**config.mk**
```make
export PLATFORM = sky130hd
export DESIGN_NAME = msrh_bim_update_gen
export DESIGN_NICKNAME = d
export VERILOG_FILES = /design/src/rtl/msrh_bim_update_gen_pkg.sv /design/src/rtl/msrh_bim_upd_fifo.sv /design/src/rtl/msrh_bim_update_gen.sv
export SDC_FILE = /design/constraint.sdc
export NUM_CORES = 1
export LEC_CHECK = 0
export ABC_AREA = 1
export CAP_MARGIN = 20
export CORE_MARGIN = 8
export CORE_UTILIZATION = 59
export DETAILED_ROUTE_END_ITERATION = 8
export PLACE_DENSITY_LB_ADDON = 0.3
export SLEW_MARGIN = 0
export SYNTH_ARGS = -nofsm -noshare
export SYNTH_HDL_FRONTEND = slang
export SYNTH_HIERARCHICAL = 1
export SYNTH_SLANG_ARGS = --single-unit
```
**constraint.sdc**
```tcl
create_clock -name i_clk -period 8 [get_ports i_clk]
set_input_delay 1.6 -clock i_clk [delete_from_list [all_inputs] [get_ports i_clk]]
set_output_delay 1.6 -clock i_clk [all_outputs]
set_load 0.02 [all_outputs]
```
**src/rtl/msrh_bim_update_gen_pkg.sv**
```systemverilog
// Shared types and helpers for the bimodal-counter update path.
//   VADDR_W          : virtual PC width
//   BTB_ENTRY_SIZE   : number of bimodal counters (index = pc[IDX_W:1])
//   bim_upd_entry_t  : one queued resolved-branch record
//   bim_next_counter : counter update rule, shared with the predictor so
//                      both ends apply identical 2-bit arithmetic
package msrh_bim_update_gen_pkg;

    localparam int VADDR_W        = 39;
    localparam int BTB_ENTRY_SIZE = 64;
    localparam int IDX_W          = $clog2(BTB_ENTRY_SIZE);

    typedef struct packed {
        logic [VADDR_W-1:0] pc_vaddr;
        logic               taken;
        logic               mispred;
        logic [1:0]         bim_value;
    } bim_upd_entry_t;

    // Hold when the prediction was correct and the counter is already
    // saturated; otherwise step toward the actual direction. The step wraps
    // in 2 bits, matching the predictor's array write.
    function automatic logic [1:0] bim_next_counter(input logic [1:0] value,
                                                    input logic       hit,
                                                    input logic       taken);
        if (hit && (value == 2'b00 || value == 2'b11)) begin
            return value;
        end else if (taken) begin
            return value + 2'd1;
        end else begin
            return value - 2'd1;
        end
    endfunction

endpackage

```
**src/rtl/msrh_bim_upd_fifo.sv**
```systemverilog
// Generic multi-push, single-pop FIFO.
//   i_clk, i_reset : clock, synchronous active-high reset
//   i_push_valid   : per-slot push request; valid slots are compacted in
//                    slot order (slot 0 lands first)
//   i_push_data    : per-slot payload
//   i_pop          : remove the head entry (ignored when empty)
//   o_head         : head entry, combinational from the head pointer
//   o_empty        : no entries stored
//   o_ready        : at least BR_WIDTH free entries (from registered count)
module msrh_bim_upd_fifo #(
    parameter type T          = logic,
    parameter int  BR_WIDTH   = 2,
    parameter int  FIFO_DEPTH = 4
) (
    input  logic                i_clk,
    input  logic                i_reset,
    input  logic [BR_WIDTH-1:0] i_push_valid,
    input  T                    i_push_data [BR_WIDTH],
    input  logic                i_pop,
    output T                    o_head,
    output logic                o_empty,
    output logic                o_ready
);

    localparam int PTR_W = (FIFO_DEPTH > 1) ? $clog2(FIFO_DEPTH) : 1;
    localparam int CNT_W = PTR_W + 1;

    T                   mem_q [FIFO_DEPTH];
    logic [PTR_W-1:0]   head_q;
    logic [PTR_W-1:0]   tail_q;
    logic [CNT_W-1:0]   count_q;

    logic [BR_WIDTH-1:0] push_en;
    logic [PTR_W-1:0]    wr_ptr [BR_WIDTH];
    logic [CNT_W-1:0]    push_cnt;
    logic                pop_en;

    assign o_empty = (count_q == '0);
    assign o_ready = (CNT_W'(FIFO_DEPTH) - count_q) >= CNT_W'(BR_WIDTH);
    assign o_head  = mem_q[head_q];
    assign pop_en  = i_pop && !o_empty;

    // Each valid slot writes at tail plus the number of older valid slots.
    always_comb begin
        push_cnt = '0;
        for (int i = 0; i < BR_WIDTH; i++) begin
            push_en[i] = i_push_valid[i] & o_ready;
            wr_ptr[i]  = tail_q + push_cnt[PTR_W-1:0];
            push_cnt   = push_cnt + CNT_W'(push_en[i]);
        end
    end

    always_ff @(posedge i_clk) begin
        for (int i = 0; i < BR_WIDTH; i++) begin
            if (push_en[i]) begin
                mem_q[wr_ptr[i]] <= i_push_data[i];
            end
        end
    end

    always_ff @(posedge i_clk) begin
        if (i_reset) begin
            head_q  <= '0;
            tail_q  <= '0;
            count_q <= '0;
        end else begin
            tail_q  <= tail_q + push_cnt[PTR_W-1:0];
            head_q  <= head_q + PTR_W'(pop_en);
            count_q <= count_q + push_cnt - CNT_W'(pop_en);
        end
    end

endmodule

```
**src/rtl/msrh_bim_update_gen.sv**
```systemverilog
// Master side of the bimodal-counter update interface. Resolved conditional
// branches are queued and issued one per cycle to the bimodal predictor.
//   i_clk, i_reset        : clock, synchronous active-high reset
//   i_br_*                : per-slot resolved branches (slot 0 older);
//                           accepted only while o_br_ready=1
//   o_br_ready            : at least BR_WIDTH free queue entries
//   o_update_bim_*        : update_bim_if master (valid, pc_vaddr, taken,
//                           hit, bim_value); every valid cycle is consumed
//   o_fifo_empty          : queue empty, for drain/fence
// Build option MSRH_BIM_UPDATE_FWD_EN: when defined, an update that hits the
// same counter index as the previous cycle's update carries the counter that
// update wrote instead of the stale prediction-time value.
module msrh_bim_update_gen
    import msrh_bim_update_gen_pkg::*;
#(
    parameter int BR_WIDTH   = 2,
    parameter int FIFO_DEPTH = 4
) (
    input  logic                              i_clk,
    input  logic                              i_reset,
    input  logic [BR_WIDTH-1:0]               i_br_valid,
    input  logic [BR_WIDTH-1:0][VADDR_W-1:0]  i_br_pc_vaddr,
    input  logic [BR_WIDTH-1:0]               i_br_taken,
    input  logic [BR_WIDTH-1:0]               i_br_mispred,
    input  logic [BR_WIDTH-1:0][1:0]          i_br_bim_value,
    output logic                              o_br_ready,
    output logic                              o_update_bim_valid,
    output logic [VADDR_W-1:0]                o_update_bim_pc_vaddr,
    output logic                              o_update_bim_taken,
    output logic                              o_update_bim_hit,
    output logic [1:0]                        o_update_bim_bim_value,
    output logic                              o_fifo_empty
);

    bim_upd_entry_t push_data [BR_WIDTH];
    bim_upd_entry_t head;
    logic           fifo_empty;

    always_comb begin
        for (int i = 0; i < BR_WIDTH; i++) begin
            push_data[i].pc_vaddr  = i_br_pc_vaddr[i];
            push_data[i].taken     = i_br_taken[i];
            push_data[i].mispred   = i_br_mispred[i];
            push_data[i].bim_value = i_br_bim_value[i];
        end
    end

    msrh_bim_upd_fifo #(
        .T          (bim_upd_entry_t),
        .BR_WIDTH   (BR_WIDTH),
        .FIFO_DEPTH (FIFO_DEPTH)
    ) u_fifo (
        .i_clk        (i_clk),
        .i_reset      (i_reset),
        .i_push_valid (i_br_valid),
        .i_push_data  (push_data),
        .i_pop        (!fifo_empty),
        .o_head       (head),
        .o_empty      (fifo_empty),
        .o_ready      (o_br_ready)
    );

    assign o_update_bim_valid    = !fifo_empty;
    assign o_update_bim_pc_vaddr = head.pc_vaddr;
    assign o_update_bim_taken    = head.taken;
    assign o_update_bim_hit      = !head.mispred;
    assign o_fifo_empty          = fifo_empty;

`ifdef MSRH_BIM_UPDATE_FWD_EN
    logic             r_last_valid_q;
    logic [IDX_W-1:0] r_last_idx_q;
    logic [1:0]       r_last_val_q;
    logic [IDX_W-1:0] head_idx;

    assign head_idx = head.pc_vaddr[IDX_W:1];

    assign o_update_bim_bim_value =
        (r_last_valid_q && (head_idx == r_last_idx_q)) ? r_last_val_q : head.bim_value;

    // Track what the predictor writes this cycle, computed from the value
    // actually issued (which may itself be forwarded).
    always_ff @(posedge i_clk) begin
        if (i_reset) begin
            r_last_valid_q <= 1'b0;
        end else begin
            r_last_valid_q <= o_update_bim_valid;
            r_last_idx_q   <= head_idx;
            r_last_val_q   <= bim_next_counter(o_update_bim_bim_value,
                                               !head.mispred, head.taken);
        end
    end
`else
    assign o_update_bim_bim_value = head.bim_value;
`endif

`ifndef SYNTHESIS
    // Slots presented while not ready are dropped by the queue.
    a_no_push_when_full: assert property (@(posedge i_clk) disable iff (i_reset)
        !((|i_br_valid) && !o_br_ready));
`endif

endmodule

```
# Yosys cells after proc, flatten, opt, wreduce, memory -nomap -nowiden

Memory sizes are Yosys's and may differ from the RTL's. A register that Yosys moved wholly into a read port is not among the register bits.
Cells that the tools add are included.
Widths: inputs -> output; s select.

Add/subtract/negate cells: 7
Order comparisons: 1
Muxes and demuxes: 5
Bitwise gates (word level): 2
Reduce and logical (&&, ||, !) cells: 3

Operator list:

| cell                | count |
|---|---|
| $add 2x1->2         | 2 |
| $mux 1              | 4 |
| $add 3x3->3         | 1 |
| $ge 3x2->1 const B  | 1 |
| $logic_not 3->1     | 1 |
| $sub 3x1->3         | 1 |
| $sub 3x3->3 const A | 1 |
| $add 1x1->2         | 1 |
| $add 2x2->2         | 1 |
| $and 1x1->1         | 2 |
| $logic_not 1->1     | 2 |
| $mux 2              | 1 |

Register bits after elaboration: 7
Bits in writable memories: 172
Bits of input ports: 90
Output and inout port bits: 46
Logic and storage cells: 22
Memories kept: 1

Memory list:

| name         | words | bits a word | rd ports | clocked after Yosys merged registers in | wr ports | line                    | text |
|---|---|---|---|---|---|---|---|
| u_fifo.mem_q | 4     | 43          | 1        | 1                                       | 2        | msrh_bim_upd_fifo.sv:28 | `T mem_q [FIFO_DEPTH];` |

# Depth between registers and ports, before layout

Depth after elaboration: 6
Mapped depth: 16
Depth with buffers taken out: 15

# By module

Netlist, hierarchy kept.

Modules (own cells, without submodules):

| module              | times used | cells each | area an instance (um^2) |
|---|---|---|---|
| msrh_bim_upd_fifo   | 1          | 1063       | 9477.8 |
| msrh_bim_update_gen | 1          | 2          | 7.5 |

# Least setup slack after synthesis

OpenSTA, ideal clock, no wires.

Kind: input-to-reg
From: input port i_br_valid[0]
To: memory u_fifo/mem_q[0][0] in the netlist's numbering (enable)
Library setup time: 0.503 ns
Arrival time: 4.773 ns
Path slack: 2.724 ns
Stages on the path: 2
Path buffers: 0
Path through: nand2_1 o21ai_0

RTL lines:

| item            | line                      | text |
|---|---|---|
| start, declared | msrh_bim_update_gen.sv:21 | `input logic [BR_WIDTH-1:0] i_br_valid,` |
| end, declared   | msrh_bim_upd_fifo.sv:28   |  |

==> reports/metrics.cfg <==
[timing]
fin_crit_ns=5.26
slew_headroom_pct=30.7
finalSetupViolCount=0
rsz0062_at_grt=false
fmax_mhz=190
finalMaxSlewViolations=0
clock_skew_ns=0.00894
hold_slack_ns=0.613
tightestPinTransition_ns=1.04
fin_setup_tns_ns=0
hold_viol=0
fin_crit_sh_pct=65.8

[critical_path]
cp-start-kind=flip-flop
arrival_ns=3.66
cp_cell_sequence=clkinv_1 > buf_16 > o21ai_0 > o22ai_1 > inv_1 > clkdlybuf4s50_1
reg2reg_to=u_fifo/mem_q[1][38]
cp_max_fo=45
max_stage_delay_ns=1.01
rr_startpoint=u_fifo/count_q[0]
ff2ff_setup_slack_ns=3.65
required_ns=6.40
crit_type=flip-flop to primary output
crit_path_end_kind=primary output
reg2reg_depth=12
critPathSlowestCell=dfxtp_2

[floorplanning]
die_y_um=143
core.rowCount=46
core_area_um2=15800
initial_utilization_pct=59.9
num_io_pins=136
chipWidth_um=143
dieArea_um2=20400

[pwr]
power.switching_uw=2090
switching_share_pct=43.6
p_clk_share_pct=15.0
irDropWorstVdd_uv=392
p_per_area_nw_per_um2=425
power_frac_seq_pct=35.8
leakagePower_uw=0.00437
p_comb_share_pct=49.2
p_int_uw=2710

[logic_synthesis]
postSynth.asyncResetShare_pct=0
synth_mux_area_share_pct=0
yosys.area_share.adder_pct=1.53
postSynthCellCount=1065
synth_compound_area_share_pct=12.1
synth_seq_cells=179
yosysSeqAreaShare_pct=55.9
synth_cell_types=26
ys.flop_type=edfxtp_1
synth_nets=1166
yosys.area.top_type_share_pct=54.5
yosys.area_share.xor_xnor_pct=0.277
synth.most_common_cell=nand2_1
synthSimpleGateAreaFrac_pct=24.2
synth_area_um2=9490
yosys_warnings=6
synth_edf_count=172
synthTopCellsByCount=nand2_1 (356), edfxtp_1 (172), o21ai_0 (163)
synth_top_family_by_area=simple AND/OR/NAND/NOR gates
synth.avg_cell_area_um2=8.91
yosys.area.top_type=edfxtp_1
synthTopCellsByArea=edfxtp_1 (54%), nand2_1 (14%), o21ai_0 (8.6%)

[global_route]
gr-max-usage-layer=met2
grt_max_degree=92
gr-usage-met2_pct=44.4
overflow=0
first_global_vias=8105
use_met3_pct=5.24
grt_first_pass_wirelength_mm=41.6
antenna_found_initial=0
grt_use_met1_pct=31.7
grt_use_total_pct=26.1

[status]
outcome=finished, final reports clean

[final_layout]
n_antenna_cell=0
area_growth_pct=19.1
nets=1251
fillers=1182
drive_above_1_share_pct=4.48
finalInstanceArea_um2=11300

[clock_network]
cts_resized=0
cts.htree.levels=4
insertion_delay_ns=0.43
cts_setup_buffers=0
cts-root-buf=clkbuf_16
clock-sinks=179
cts_buffer_depth=2
clkSlewWorstSetupHoldPaths_ns=0.06
cts-buffers-inserted=17
cts_tree=done
cts_hold_buffers=0

[placement]
dpl_cell_area_um2=10800
gp_congestion=0.776
dpl.hpwl_mm=15.5
port_buffers=135

[detailed_routing]
vias_per_cell=6.09
wirelength_mm=27.1
drtAntennaViolNets=0
drt_iter0_drc=1120
vias=8389
firstDrtPassIters=8
wl_per_cell_um=19.7
remaining_drc_errors=0

[min_path]
hold-path-cell-count=3
min_path_type=flip-flop to flip-flop
holdPathEnd=u_fifo/count_q[2]
hold_start=u_fifo/count_q[2]

[job]
drv_cap=0

-- kinds of logic (layout without fill, tap and decap cells) --
| logic type | count (synthesis) | in the layout |
|---|---|---|
| compound gates | 219 | 219 |
| flops | 179 | 179 |
| simple gates | 550 | 550 |
| buf+inv | 103 | 200 |
| fa+ha+maj | 11 | 11 |
| xor+xnor | 3 | 3 |
-- layer usage --
| layer | part of all wire, % | up-vias |
|---|---|---|
| met1 | 37 | 3915 |
| met4 | 2.7 | 0 |
| met2 | 49 | 578 |
| met3 | 11 | 69 |
| li1 | - | 3827 |
| met5 | 0 | - |
-- metrics by stage --
step / utilization, % / setup slack [ns] / std cells / total power, uW
floorplan: - / 2.72 / 1065 / 3240
global placement: 67.8 / 2.79 / 1344 / 3960
detailed placement: 68.2 / 2.72 / 1346 / 4040
CTS: 71.2 / 2.92 / 1377 / 4760
global route: 71.4 / 2.73 / 1378 / 5020
finish: 71.4 / 2.74 / 1378 / 4800
-- power by group through the flow --
stage	Sequential, uW	Combinational, uW	Clock, uW
after global placement	1720	2240	0
after global routing	1740	2530	749
after floorplan	1680	1570	0
final	1720	2360	718
after CTS	1710	2330	716
after detailed placement	1730	2310	0
-- sequential cells by signal, indices dropped and copies added, names as in the netlist --
register,count
u_fifo/tail_q,2
u_fifo/mem_q,172
u_fifo/count_q,3
u_fifo/head_q,2
-- critical path, delay by kind of cell, from the launching register on --
family                 cells  cell delay (ns)
buffers and inverters      4             1.95
flip-flops                 1             1.01
AO/OA/AOI/OAI              2             0.25
-- layout by cell type (no fill, tap or decap), types with 3 or more instances in the layout --
cell type        count
clkinv_1             6
clkbuf_1             4
edfxtp_1           172
o22ai_1             43
clkdlybuf4s50_1    135
nor2_1              96
inv_1               21
clkinv_2             5
buf_16               3
o21ai_1             11
buf_4                5
clkbuf_16           17
ha_1                10
inv_2                3
nand3_1             86
nand2_4              5
nand2_1            356
o21ai_0            161
dfxtp_1              5
-- worst max-delay path by stage --
| stage | slack, ns | start | endpoint |
|---|---|---|---|
| detailed placement | 2.72 | i_br_valid[0] | u_fifo/mem_q[3][41] |
| finish | 2.74 | u_fifo/head_q[1] | o_update_bim_hit |
| CTS | 2.92 | u_fifo/head_q[1] | o_update_bim_hit |
| global route | 2.73 | u_fifo/head_q[1] | o_update_bim_hit |
| floorplan | 2.72 | i_br_valid[0] | u_fifo/mem_q[0][0] |
| global placement | 2.79 | i_br_valid[1] | u_fifo/mem_q[0][27] |
-- final cells by class --
type	count	area, um2	area share (%)
multi-input combinational	783	3660	32.4
inverter	26	100	0.886
sequential	179	5310	47.0
clock buffer	21	440	3.90
timing repair buffer	143	1470	13.0
tap	216	270	2.39
clock inverter	10	43.8	0.388
(Power assumes the default switching activity.)
